==> src/rtl/alu_exec.sv <==
// ---------------------------------------------------------------------------
// alu_exec -- handshaked ALU execute stage for the multi-cycle RISC-V core.
//
// Decodes the 2-bit ALU op class together with func7/func3 into an internal
// operation, executes it on XLEN-bit operands and returns the result through
// a valid/ready output register. Single-cycle ops take one cycle; the
// optional iterative multiply/divide unit adds XLEN+1 cycles (XLEN radix-2
// steps plus one sign-fixup cycle).
//
// Optional feature macro: ALU_MULDIV_EN
//   defined   -> RV32M/RV64M multiply/divide datapath, counter, BUSY and FIX
//                states are compiled in.
//   undefined -> the func7 0000001 class decodes as illegal (single cycle),
//                busy is always 0 and BUSY/FIX are never entered.
//
// Parameters
//   XLEN  operand/result width (32 or 64)
//   SHW   shift-amount width, derived from XLEN (do not override)
//
// Ports
//   clk        in   rising-edge clock
//   rst_n      in   asynchronous active-low reset
//   flush      in   synchronous abort, overrides accept
//   in_valid   in   request valid
//   in_ready   out  request accepted when in_valid & in_ready
//   aluop      in   op class: 00 mem-address, 01 branch, 10 R-type, 11 I-type
//   func7      in   instruction func7 (I-type: only bit 5 matters, shifts)
//   func3      in   instruction func3
//   op_a/op_b  in   operands (I-type: op_b is the sign-extended immediate)
//   out_valid  out  result valid, held until out_ready
//   out_ready  in   downstream accepts result
//   result     out  registered result
//   zero       out  result == 0
//   illegal    out  undecodable op, qualifies out_valid
//   busy       out  multi-cycle op in progress
// ---------------------------------------------------------------------------
module alu_exec #(
    parameter int XLEN = 32,
    parameter int SHW  = $clog2(XLEN)
) (
    input  logic            clk,
    input  logic            rst_n,
    input  logic            flush,
    input  logic            in_valid,
    output logic            in_ready,
    input  logic [1:0]      aluop,
    input  logic [6:0]      func7,
    input  logic [2:0]      func3,
    input  logic [XLEN-1:0] op_a,
    input  logic [XLEN-1:0] op_b,
    output logic            out_valid,
    input  logic            out_ready,
    output logic [XLEN-1:0] result,
    output logic            zero,
    output logic            illegal,
    output logic            busy
);

    localparam logic [1:0] ST_IDLE = 2'd0;
    localparam logic [1:0] ST_BUSY = 2'd1;
    localparam logic [1:0] ST_FIX  = 2'd2;
    localparam logic [1:0] ST_DONE = 2'd3;

    // Internal operation codes
    localparam logic [3:0] OP_ADD  = 4'd0;
    localparam logic [3:0] OP_SUB  = 4'd1;
    localparam logic [3:0] OP_SLL  = 4'd2;
    localparam logic [3:0] OP_SLT  = 4'd3;
    localparam logic [3:0] OP_SLTU = 4'd4;
    localparam logic [3:0] OP_XOR  = 4'd5;
    localparam logic [3:0] OP_SRL  = 4'd6;
    localparam logic [3:0] OP_SRA  = 4'd7;
    localparam logic [3:0] OP_OR   = 4'd8;
    localparam logic [3:0] OP_AND  = 4'd9;
    localparam logic [3:0] OP_MD   = 4'd10;  // variant carried by func3
    localparam logic [3:0] OP_ILL  = 4'd11;

    // Base func3 table shared by R-type func7=0000000 and I-type
    function automatic logic [3:0] base_op(input logic [2:0] f3);
        logic [3:0] op;
        case (f3)
            3'b000:  op = OP_ADD;
            3'b001:  op = OP_SLL;
            3'b010:  op = OP_SLT;
            3'b011:  op = OP_SLTU;
            3'b100:  op = OP_XOR;
            3'b101:  op = OP_SRL;
            3'b110:  op = OP_OR;
            default: op = OP_AND;
        endcase
        return op;
    endfunction

    logic [1:0]      state_q,   state_d;
    logic [XLEN-1:0] result_q,  result_d;
    logic            illegal_q, illegal_d;

    logic [3:0]      dec_op;
    logic            dec_md;
    logic            accept;
    logic [XLEN-1:0] alu_res;
    logic [SHW-1:0]  shamt;

    // ------------------------------------------------------------------
    // Decode
    // ------------------------------------------------------------------
    always_comb begin
        dec_op = OP_ADD;
        case (aluop)
            2'b00: dec_op = OP_ADD;
            2'b01: begin
                case (func3)
                    3'b000, 3'b001: dec_op = OP_SUB;
                    3'b100, 3'b101: dec_op = OP_SLT;
                    3'b110, 3'b111: dec_op = OP_SLTU;
                    default:        dec_op = OP_ILL;
                endcase
            end
            2'b10: begin
                case (func7)
                    7'b0000000: dec_op = base_op(func3);
                    7'b0100000: begin
                        if (func3 == 3'b000)      dec_op = OP_SUB;
                        else if (func3 == 3'b101) dec_op = OP_SRA;
                        else                      dec_op = OP_ILL;
                    end
`ifdef ALU_MULDIV_EN
                    7'b0000001: dec_op = OP_MD;
`else
                    7'b0000001: dec_op = OP_ILL;
`endif
                    default:    dec_op = OP_ILL;
                endcase
            end
            default: begin
                // I-type: func7 is immediate bits except bit 5 on shifts
                if (func3 == 3'b001 && func7[5])      dec_op = OP_ILL;
                else if (func3 == 3'b101 && func7[5]) dec_op = OP_SRA;
                else                                  dec_op = base_op(func3);
            end
        endcase
    end

    assign dec_md = (dec_op == OP_MD);

    // ------------------------------------------------------------------
    // Single-cycle datapath
    // ------------------------------------------------------------------
    assign shamt = op_b[SHW-1:0];

    always_comb begin
        alu_res = '0;
        case (dec_op)
            OP_ADD:  alu_res = op_a + op_b;
            OP_SUB:  alu_res = op_a - op_b;
            OP_SLL:  alu_res = op_a << shamt;
            OP_SLT:  alu_res = {{(XLEN-1){1'b0}}, ($signed(op_a) < $signed(op_b))};
            OP_SLTU: alu_res = {{(XLEN-1){1'b0}}, (op_a < op_b)};
            OP_XOR:  alu_res = op_a ^ op_b;
            OP_SRL:  alu_res = op_a >> shamt;
            OP_SRA:  alu_res = $unsigned($signed(op_a) >>> shamt);
            OP_OR:   alu_res = op_a | op_b;
            OP_AND:  alu_res = op_a & op_b;
            OP_MD:   alu_res = '0;
            default: alu_res = '0;
        endcase
    end

    assign in_ready  = (state_q == ST_IDLE) | ((state_q == ST_DONE) & out_ready);
    assign accept    = in_valid & in_ready & ~flush;
    assign out_valid = (state_q == ST_DONE);
    assign busy      = (state_q == ST_BUSY) | (state_q == ST_FIX);
    assign result    = result_q;
    assign illegal   = illegal_q;
    assign zero      = (result_q == '0);

`ifdef ALU_MULDIV_EN
    // ------------------------------------------------------------------
    // Iterative multiply/divide unit
    //   multiply: {hi,lo} starts as {0,|b|}, m=|a|; shift-add right.
    //   divide:   {hi,lo} starts as {0,|a|}, m=|b|; restoring shift-subtract,
    //             quotient ends in lo, remainder in hi.
    // Dividing by zero naturally yields quotient all ones and remainder |a|;
    // suppressing the quotient negation in that case gives the required
    // all-ones result for signed div too.
    // ------------------------------------------------------------------
    localparam int CW = $clog2(XLEN + 1);
    localparam logic [XLEN-1:0]   ONE  = {{(XLEN-1){1'b0}}, 1'b1};
    localparam logic [2*XLEN-1:0] ONE2 = {{(2*XLEN-1){1'b0}}, 1'b1};

    logic [CW-1:0]   cnt_q, cnt_d;
    logic [XLEN-1:0] hi_q,  hi_d;
    logic [XLEN-1:0] lo_q,  lo_d;
    logic [XLEN-1:0] m_q,   m_d;
    logic            neg_q, neg_d;
    logic [2:0]      f3_q,  f3_d;

    logic            sgn_a, sgn_b;
    logic [XLEN-1:0] mag_a, mag_b;
    logic [XLEN:0]   mul_sum;
    logic [XLEN:0]   div_shift;
    logic [XLEN:0]   div_diff;
    logic [2*XLEN-1:0] prod_fix;
    logic [XLEN-1:0] md_res;

    // Only mulh, mulhsu, div, rem treat op_a as signed; op_b is signed for
    // mulh, div, rem.
    always_comb begin
        sgn_a = op_a[XLEN-1] & ((func3 == 3'b001) | (func3 == 3'b010) |
                                (func3 == 3'b100) | (func3 == 3'b110));
        sgn_b = op_b[XLEN-1] & ((func3 == 3'b001) | (func3 == 3'b100) |
                                (func3 == 3'b110));
        mag_a = sgn_a ? (~op_a + ONE) : op_a;
        mag_b = sgn_b ? (~op_b + ONE) : op_b;
    end

    assign mul_sum   = {1'b0, hi_q} + ({1'b0, m_q} & {(XLEN+1){lo_q[0]}});
    assign div_shift = {hi_q, lo_q[XLEN-1]};
    assign div_diff  = div_shift - {1'b0, m_q};

    always_comb begin
        prod_fix = neg_q ? (~{hi_q, lo_q} + ONE2) : {hi_q, lo_q};
        case (f3_q)
            3'b000:                 md_res = prod_fix[XLEN-1:0];
            3'b001, 3'b010, 3'b011: md_res = prod_fix[2*XLEN-1:XLEN];
            3'b100, 3'b101:         md_res = neg_q ? (~lo_q + ONE) : lo_q;
            default:                md_res = neg_q ? (~hi_q + ONE) : hi_q;
        endcase
    end

    always_comb begin
        cnt_d = cnt_q;
        hi_d  = hi_q;
        lo_d  = lo_q;
        m_d   = m_q;
        neg_d = neg_q;
        f3_d  = f3_q;
        if (accept && dec_md) begin
            cnt_d = CW'(XLEN);
            f3_d  = func3;
            hi_d  = '0;
            if (!func3[2]) begin
                lo_d  = mag_b;
                m_d   = mag_a;
                neg_d = sgn_a ^ sgn_b;
            end else begin
                lo_d  = mag_a;
                m_d   = mag_b;
                if (func3[1]) neg_d = sgn_a;                            // rem
                else          neg_d = (sgn_a ^ sgn_b) & (op_b != '0);   // div
            end
        end else if (state_q == ST_BUSY) begin
            cnt_d = cnt_q - CW'(1);
            if (!f3_q[2]) begin
                hi_d = mul_sum[XLEN:1];
                lo_d = {mul_sum[0], lo_q[XLEN-1:1]};
            end else if (!div_diff[XLEN]) begin
                hi_d = div_diff[XLEN-1:0];
                lo_d = {lo_q[XLEN-2:0], 1'b1};
            end else begin
                hi_d = div_shift[XLEN-1:0];
                lo_d = {lo_q[XLEN-2:0], 1'b0};
            end
        end
        if (flush) begin
            cnt_d = '0;
        end
    end

    always_ff @(posedge clk or negedge rst_n) begin
        if (!rst_n) begin
            cnt_q <= '0;
            hi_q  <= '0;
            lo_q  <= '0;
            m_q   <= '0;
            neg_q <= 1'b0;
            f3_q  <= 3'b000;
        end else begin
            cnt_q <= cnt_d;
            hi_q  <= hi_d;
            lo_q  <= lo_d;
            m_q   <= m_d;
            neg_q <= neg_d;
            f3_q  <= f3_d;
        end
    end
`endif

    // ------------------------------------------------------------------
    // Control FSM and output register
    // ------------------------------------------------------------------
    always_comb begin
        state_d   = state_q;
        result_d  = result_q;
        illegal_d = illegal_q;

        // A new request may be taken in IDLE, or in DONE while the current
        // result is being consumed.
        if (accept) begin
            if (dec_md) begin
                state_d   = ST_BUSY;
                illegal_d = 1'b0;
            end else begin
                state_d   = ST_DONE;
                result_d  = alu_res;
                illegal_d = (dec_op == OP_ILL);
            end
        end else begin
            case (state_q)
                ST_IDLE: state_d = ST_IDLE;
`ifdef ALU_MULDIV_EN
                ST_BUSY: begin
                    if (cnt_q == CW'(1)) state_d = ST_FIX;
                end
                ST_FIX: begin
                    state_d  = ST_DONE;
                    result_d = md_res;
                end
`endif
                ST_DONE: begin
                    if (out_ready) state_d = ST_IDLE;
                end
                default: state_d = ST_IDLE;
            endcase
        end

        if (flush) begin
            state_d = ST_IDLE;
        end
    end

    always_ff @(posedge clk or negedge rst_n) begin
        if (!rst_n) begin
            state_q   <= ST_IDLE;
            result_q  <= '0;
            illegal_q <= 1'b0;
        end else begin
            state_q   <= state_d;
            result_q  <= result_d;
            illegal_q <= illegal_d;
        end
    end

endmodule

==> config.mk <==
export PLATFORM = sky130hd
export DESIGN_NAME = alu_exec
export DESIGN_NICKNAME = d
export VERILOG_FILES = /design/src/rtl/alu_exec.sv
export SDC_FILE = /design/constraint.sdc
export NUM_CORES = 1
export LEC_CHECK = 0
export BUFFER_PORTS_ARGS = -buffer_cell sky130_fd_sc_hd__buf_2
export CAP_MARGIN = 5
export CORE_ASPECT_RATIO = 1.2
export CORE_MARGIN = 10
export CORE_UTILIZATION = 47
export CTS_CLUSTER_SIZE = 25
export DETAILED_ROUTE_END_ITERATION = 7
export GPL_TIMING_DRIVEN = 0
export PLACE_DENSITY = 0.66
export SYNTH_ARGS = -nofsm -noshare
export SYNTH_HDL_FRONTEND = slang
export SYNTH_SLANG_ARGS = --single-unit
==> constraint.sdc <==
create_clock -name clk -period 5.2 [get_ports clk]
set_input_delay 1.04 -clock clk [delete_from_list [all_inputs] [get_ports clk]]
set_output_delay 1.04 -clock clk [all_outputs]
set_load 0.05 [all_outputs]
==> results.txt, run 1 <==
----------------------------------------------------
[Synthesis]
  Share of flip-flops with an asynchronous set or reset after synthesis ... 100%
  Gate count after technology mapping ... 1,486
  Top cells by count, synth ... nand2_1, nor2_1, a21oi_1, o21ai_0, ha_1
  Post-synthesis sequential element count ... 35
  Mapped cell area ... 10,300 sq um
  Yosys warning count ... 0
  Count leader, synth ... nand2_1
  Leading register cell type out of synthesis ... dfrtp_1
  Proportion of netlist area held by the largest area contributor ... 12.4%
  Syn_nets ... 1,671
  Number of synthesized flops with an enable pin ... 0
  Avg Cell Area, Syn ... 6.94 sq um
  Yosys cell types ... 79
  Top cells by area, synth ... ha_1, dfrtp_1, mux4_2
  Post-synth top area cell ... ha_1
  Portion of the post-synthesis area used by sequential elements ... 8.50%

[Clock network]
  Worst skew pair latency ... 280 ps
  Number of CTS-inserted buffers ... 5
  Buffer cell driving the clock tree root ... clkbuf_16
  Clk sinks ... 35
  Number of buffers on the longest clock path ... 2
  Htree depth ... 2
  Clock-pin slew of the registers on the worst-case setup and hold paths ... 50 ps
  CTS tree ... done

[Timing]
  Max-slew violation count ... 0
  Setup repair after global routing missed its margin ... false
  Pin slew with the least headroom to its limit ... 1120 ps
  Final setup violation count ... 0
  Max Clock Skew ... 4.65 ps
  Final period utilization ... 98.0%
  Slew Limit Headroom ... 25.4%
  Final hold vios ... 0
  Highest achievable clock rate ... 196 MHz
  Period minus WS final ... 5100 ps

[Placement]
  Placed cells ... 1,875
  Final weighted congestion in routability-driven placement ... 1.06
  Port Buf Inserts ... 115
  Hpwl dp ... 44,400 um

[Cells and area]
  Final net count ... 1,795
  Layout Cells excl Fill ... 1,886
  Filler instances ... 2,229
  Sequential cell area in the final layout ... 876 sq um
  Area growth from synthesis to final layout ... 12.1%
  Area used by multi-input combinational logic ... 8700 sq um
  Share of cells above drive strength 1 ... 14.6%

[Route]
  Number of optimization iterations in the first detailed-route pass ... 7
  Final antenna-violating net count ... 0
  Routed vias ... 13,200
  Iteration-0 DRC count of the detailed router ... 1,930
  Routed WL per cell ... 29.1 um
  Via density per instance ... 6.99
  Routed wire length ... 55,000 um
  DR DRC count ... 0

[Setup path]
  Delay of the slowest cell on the worst path ... 780 ps
  Capturing element type of the critical path ... flop
  Critical Path Slowest Stage Cell ... nor4_1
  Required time worst endpoint ... 5370 ps
  Crit path cell chain ... buf_2 -> inv_1 -> ha_1 -> o21a_1 -> o32ai_1 -> buf_2 -> nor2_1 -> nand3_1 -> buf_1 -> nor2_1 -> nor4_1 -> o311ai_1 -> a22o_1
  Category of the most critical setup path ... input pin to flop
  Largest fanout on the critical path ... 10
  Data arrival time of the worst path ... 5260 ps
  CP startpoint kind ... input pin

[Floorplan]
  Number of top-level pins ... 118
  Row cnt ... 59
  Initial core utilization ... 47.7%
  Die Area ... 28,300 sq um
  Chip Width ... 155 um
  Area of the placeable core ... 21,600 sq um
  Vert. Die Dim ... 182 um

[Power and ir drop]
  Power density over cell area ... 201 nW/um^2
  Leakage power total ... 5.12 nW
  Overall power consumption ... 2.33 mW
  Worst supply voltage drop on vdd ... 0.328 mV

[Global route]
  Total congestion overflow ... 0
  Antenna violations before repair ... 2
  Largest net degree at the start of global routing ... 36
  First-pass GRT wire length ... 80,000 um
  Total GRT Usage ... 36.8%
  Vias in the first global route ... 12,400

[Outcome]
  Run status ... finished clean

[Hold path]
  Worst Hold Class ... flop to flop

[Job]
  Number of max-cap violations ... 0

----------------------------------------------------
==> per-layer routing <==
metal	up-vias	part of all wire, %	global-route usage, %
li1	5720	-	-
met1	6215	37	45.8
met2	993	44	57.4
met3	254	12	7.36
met4	2	7.6	22.0
met5	-	0.024	0
==> final timing paths <==
path                                  from          to  slack (ps)  cells past startpoint
max in group asynchronous            rst_n   result[6]        3870                      1
worst max-delay path              func3[2]  result[13]         100                     13
min in group asynchronous            rst_n  result[30]         830                      1
worst min register to register  result[15]  result[15]         500                      2
worst max register to register  state_q[1]  result[31]        2150                      9
worst min-delay path            result[15]  result[15]         500                      2
==> logic make-up after synthesis <==
kind of cell               after synthesis  synth area share (%)
AOI/OAI and AO/OA                      512                  32.5
and+or+nand+nor                        500                  22.3
buffers and inverters                  215                  8.18
adders and majority gates              104                  12.8
muxes                                  101                  14.2
DFF                                     35                  8.50
xor gates and xnor gates                19                  1.61
==> power breakdown <==
group / switching (mW) / internal [mW]
Sequential: 0.0478 / 0.326
Combinational: 1.12 / 0.484
Clock: 0.112 / 0.238
==> layout make-up <==
type | instances | share of cell area (%)
timing repair buffer | 118 | 5.17
antenna | 1 | 0.0217
buffer | 114 | 4.14
tap | 274 | 2.97
clock inverter | 2 | 0.303
inverter | 100 | 3.31
multi-input combinational | 1236 | 75.3
clock buffer | 6 | 1.20
sequential | 35 | 7.58
==> sequential cells by signal, indices dropped and copies added (netlist names) <==
signal and flops:
result 32, state_q 2, illegal 1
==> critical path: cells and delay by family <==
family,cells,cell delay [ps]
AO/OA/AOI/OAI,4,1380
AND/OR/NAND/NOR,4,1380
buffers and inverters,4,1160
adder cells (fa/ha/maj),1,270
==> cells in the final DEF (no fill, tap or decap), types with 10 or more instances in the layout <==
master / synthesis / final
nor2b_1: 13 / 13
a211oi_1: 45 / 44
xnor2_1: 16 / 16
ha_1: 102 / 102
o221ai_1: 12 / 12
nand3_1: 14 / 14
mux2i_1: 55 / 55
a31oi_1: 16 / 16
mux4_2: 35 / 35
or3_1: 10 / 10
dfrtp_1: 35 / 35
nand2b_1: 19 / 19
nor4_1: 23 / 22
o211ai_1: 18 / 18
clkbuf_1: 79 / 76
a221oi_1: 17 / 16
a22oi_1: 11 / 11
o21ai_0: 103 / 102
buf_2: 26 / 142
nand2_1: 175 / 175
nor2_1: 164 / 164
o21bai_1: 16 / 16
nor3_1: 37 / 37
a21o_1: 19 / 18
a21oi_1: 146 / 146
mux2_2: 11 / 11
o22ai_1: 16 / 16
inv_1: 100 / 98
==> stage by stage <==
stage               hold slack (ps)  TNS (ps)  setup slack, ps  area, sq um  util (%)
floorplan                       600         0              359        10300         -
global placement                488    -15940            -1470        11200      51.9
detailed placement              491    -16070            -1440        11200      51.9
CTS                             503     -81.0            -81.0        11500      53.0
global route                    537         0             3.30        11600      53.4
finish                          497         0              105        11600      53.4
==> repair_timing <==
action | 4_1_cts | 5_1_grt
setup endpoints to repair | 17 | 10
pin swaps | 0 | 1
setup buffers | 0 | 3
gates resized for setup | 17 | 16
hold buffers | 0 | 0
No activity file was read; power rests on OpenSTA's default activity.
==> run 2: changes to the inputs <==
- CORE_UTILIZATION: 47 -> 55
- PLACE_DENSITY: 0.66 -> 0.76
==> results.txt, run 2 (synthesized netlist as in run 1, its figures left out) <==
----------------------------------------------------
[Clock network]
  Htree depth ... 2
  Hold buffers post-CTS ... 0
  Worst skew pair latency ... 280 ps
  Number of CTS-inserted buffers ... 5
  Clk sinks ... 35
  Clock-pin slew of the registers on the worst-case setup and hold paths ... 50 ps
  Number of buffers on the longest clock path ... 2
  CTS tree ... done
  Buffer cell driving the clock tree root ... clkbuf_16

[Floorplan]
  Vert. Die Dim ... 170 um
  Number of top-level pins ... 118
  Die Area ... 24,600 sq um
  Area of the placeable core ... 18,300 sq um
  Initial core utilization ... 56.3%
  Row cnt ... 54
  Chip Width ... 145 um

[Setup path]
  Required time worst endpoint ... 5370 ps
  Worst setup startpoint ... func3[2]
  Capture point of the worst path ... result[13]
  Capturing element type of the critical path ... flop
  Data arrival time of the worst path ... 5430 ps
  CP startpoint kind ... input pin
  Largest fanout on the critical path ... 10
  Category of the most critical setup path ... input pin to flop
  Flop-to-flop setup slack ... 2170 ps
  R2r startpoint ... state_q[0]
  Depth of the worst register-to-register path ... 9
  Terminus of the critical flop-to-flop path ... result[31]

[Global route]
  Vias in the first global route ... 13,100
  Largest net degree at the start of global routing ... 36
  Total GRT Usage ... 41.2%
  Total congestion overflow ... 0
  Antenna violations before repair ... 1
  First-pass GRT wire length ... 79,600 um

[Timing]
  Final period utilization ... 101%
  Period minus WS final ... 5260 ps
  Min setup slack post-route ... -59.2 ps
  Final hold vios ... 0
  Slew Limit Headroom ... 31.8%
  Max Clock Skew ... 3.93 ps
  Pin slew with the least headroom to its limit ... 1020 ps
  Worst Hold Margin ... 500 ps
  Max-slew violation count ... 0
  Final setup violation count ... 2
  Highest achievable clock rate ... 190 MHz
  Setup repair after global routing missed its margin ... false

[Power and ir drop]
  Leakage power total ... 5.12 nW
  Power density over cell area ... 199 nW/um^2
  Worst supply voltage drop on vdd ... 0.239 mV
  Internal power ... 0.999 mW
  Clk pwr share ... 12.7%
  Power share of the combinational group ... 70.8%
  Sw Share ... 56.3%
  Overall power consumption ... 2.29 mW
  Sequential share of power ... 16.6%
  Switching power summed over all nets ... 1.29 mW

[Placement]
  Worst slack after detailed placement ... -1400 ps
  Port Buf Inserts ... 115
  Placed cells ... 1,853
  Final weighted congestion in routability-driven placement ... 1.13
  Hpwl dp ... 42,900 um

[Route]
  DR DRC count ... 8
  Number of optimization iterations in the first detailed-route pass ... 8
  Final antenna-violating net count ... 0
  Iteration-0 DRC count of the detailed router ... 1,968
  Routed WL per cell ... 29.0 um
  Routed vias ... 13,700
  Via density per instance ... 7.36
  Routed wire length ... 54,100 um

[Cells and area]
  Leading cell type in the layout, fill and taps excluded ... nand2_1
  Flip-flop count of the largest register, all copies and words added ... 32
  Final net count ... 1,796
  Filler instances ... 1,770
  Share of cells above drive strength 1 ... 14.6%
  Core Util, Final ... 62.9%
  Commonest cells after routing, fill and taps aside ... nand2_1, nor2_1, a21oi_1, buf_2
  Layout Cells excl Fill ... 1,864
  Area growth from synthesis to final layout ... 11.7%

[Job]
  Number of max-cap violations ... 0

[Outcome]
  Violations in the final reports ... DRC, setup timing
  Run status ... finished, violations left

[Hold path]
  Worst Hold Class ... flop to flop

----------------------------------------------------
==> run 2: changes by cell type in the layout (fill, tap and decap cells not counted), sizes merged <==
cell,before,now
bufinv,1,0
clkbuf,83,84
==> run 2: per-stage QoR <==
step	cell area (sq um)	setup TNS (ps)
global route	11500	0
finish	11500	-96.2
CTS	11400	0
detailed placement	11200	-15410
global placement	11200	-14730
floorplan	10300	0
==> run 2: metal layers <==
layer  up-vias  GRT usage (%)  wire length, um
li1       5724              -                -
met4         2           33.2             5270
met1      6312           45.9            18200
met5         -              0                9
met2      1290           65.1            23200
met3       391           12.1             7460
==> run 2: repair_timing <==
action | 4_1_cts | 5_1_grt
setup buffers | 0 | 4
pin swaps | 0 | 1
endpoints found under the setup margin | 17 | 11
resized for setup | 15 | 21
==> run 2: worst min path at each step <==
stage	startpoint	end	slack [ps]	cells past startpoint
6_report	result[12]	result[12]	500	2
5_1_grt	result[12]	result[12]	550	2
4_1_cts	result[12]	result[12]	500	2
3_5_place_dp	result[12]	result[12]	490	2
3_3_place_gp	illegal	illegal	460	2
2_1_floorplan	state_q[1]	state_q[1]	600	4
==> run 2: area by class of cell <==
type,count,area (sq um),share of cell area [%]
tap,252,315,2.74
multi-input combinational,1236,8710,75.6
clock buffer,6,139,1.21
antenna,1,2.50,0.0217
clock inverter,1,5.00,0.0435
buffer,114,480,4.17
sequential,35,876,7.61
timing repair buffer,119,606,5.26
inverter,100,383,3.33
==> run 2: critical path: stages <==
cell	delay, ps
buf_2	180
inv_1	110
ha_1	300
o21a_1	170
o32ai_1	780
buf_2	390
nor2_1	140
nand3_1	260
buf_1	600
nor2_1	260
nor4_1	720
o311ai_1	220
a22o_1	250
==> run 2: power by group through the flow <==
stage | combinational [mW] | clock [mW] | sequential, mW
CTS | 1.52 | 0.287 | 0.376
global placement | 1.49 | 0 | 0.372
floorplan | 0.816 | 0 | 0.552
global route | 1.68 | 0.302 | 0.383
finish | 1.62 | 0.289 | 0.378
detailed placement | 1.50 | 0 | 0.377
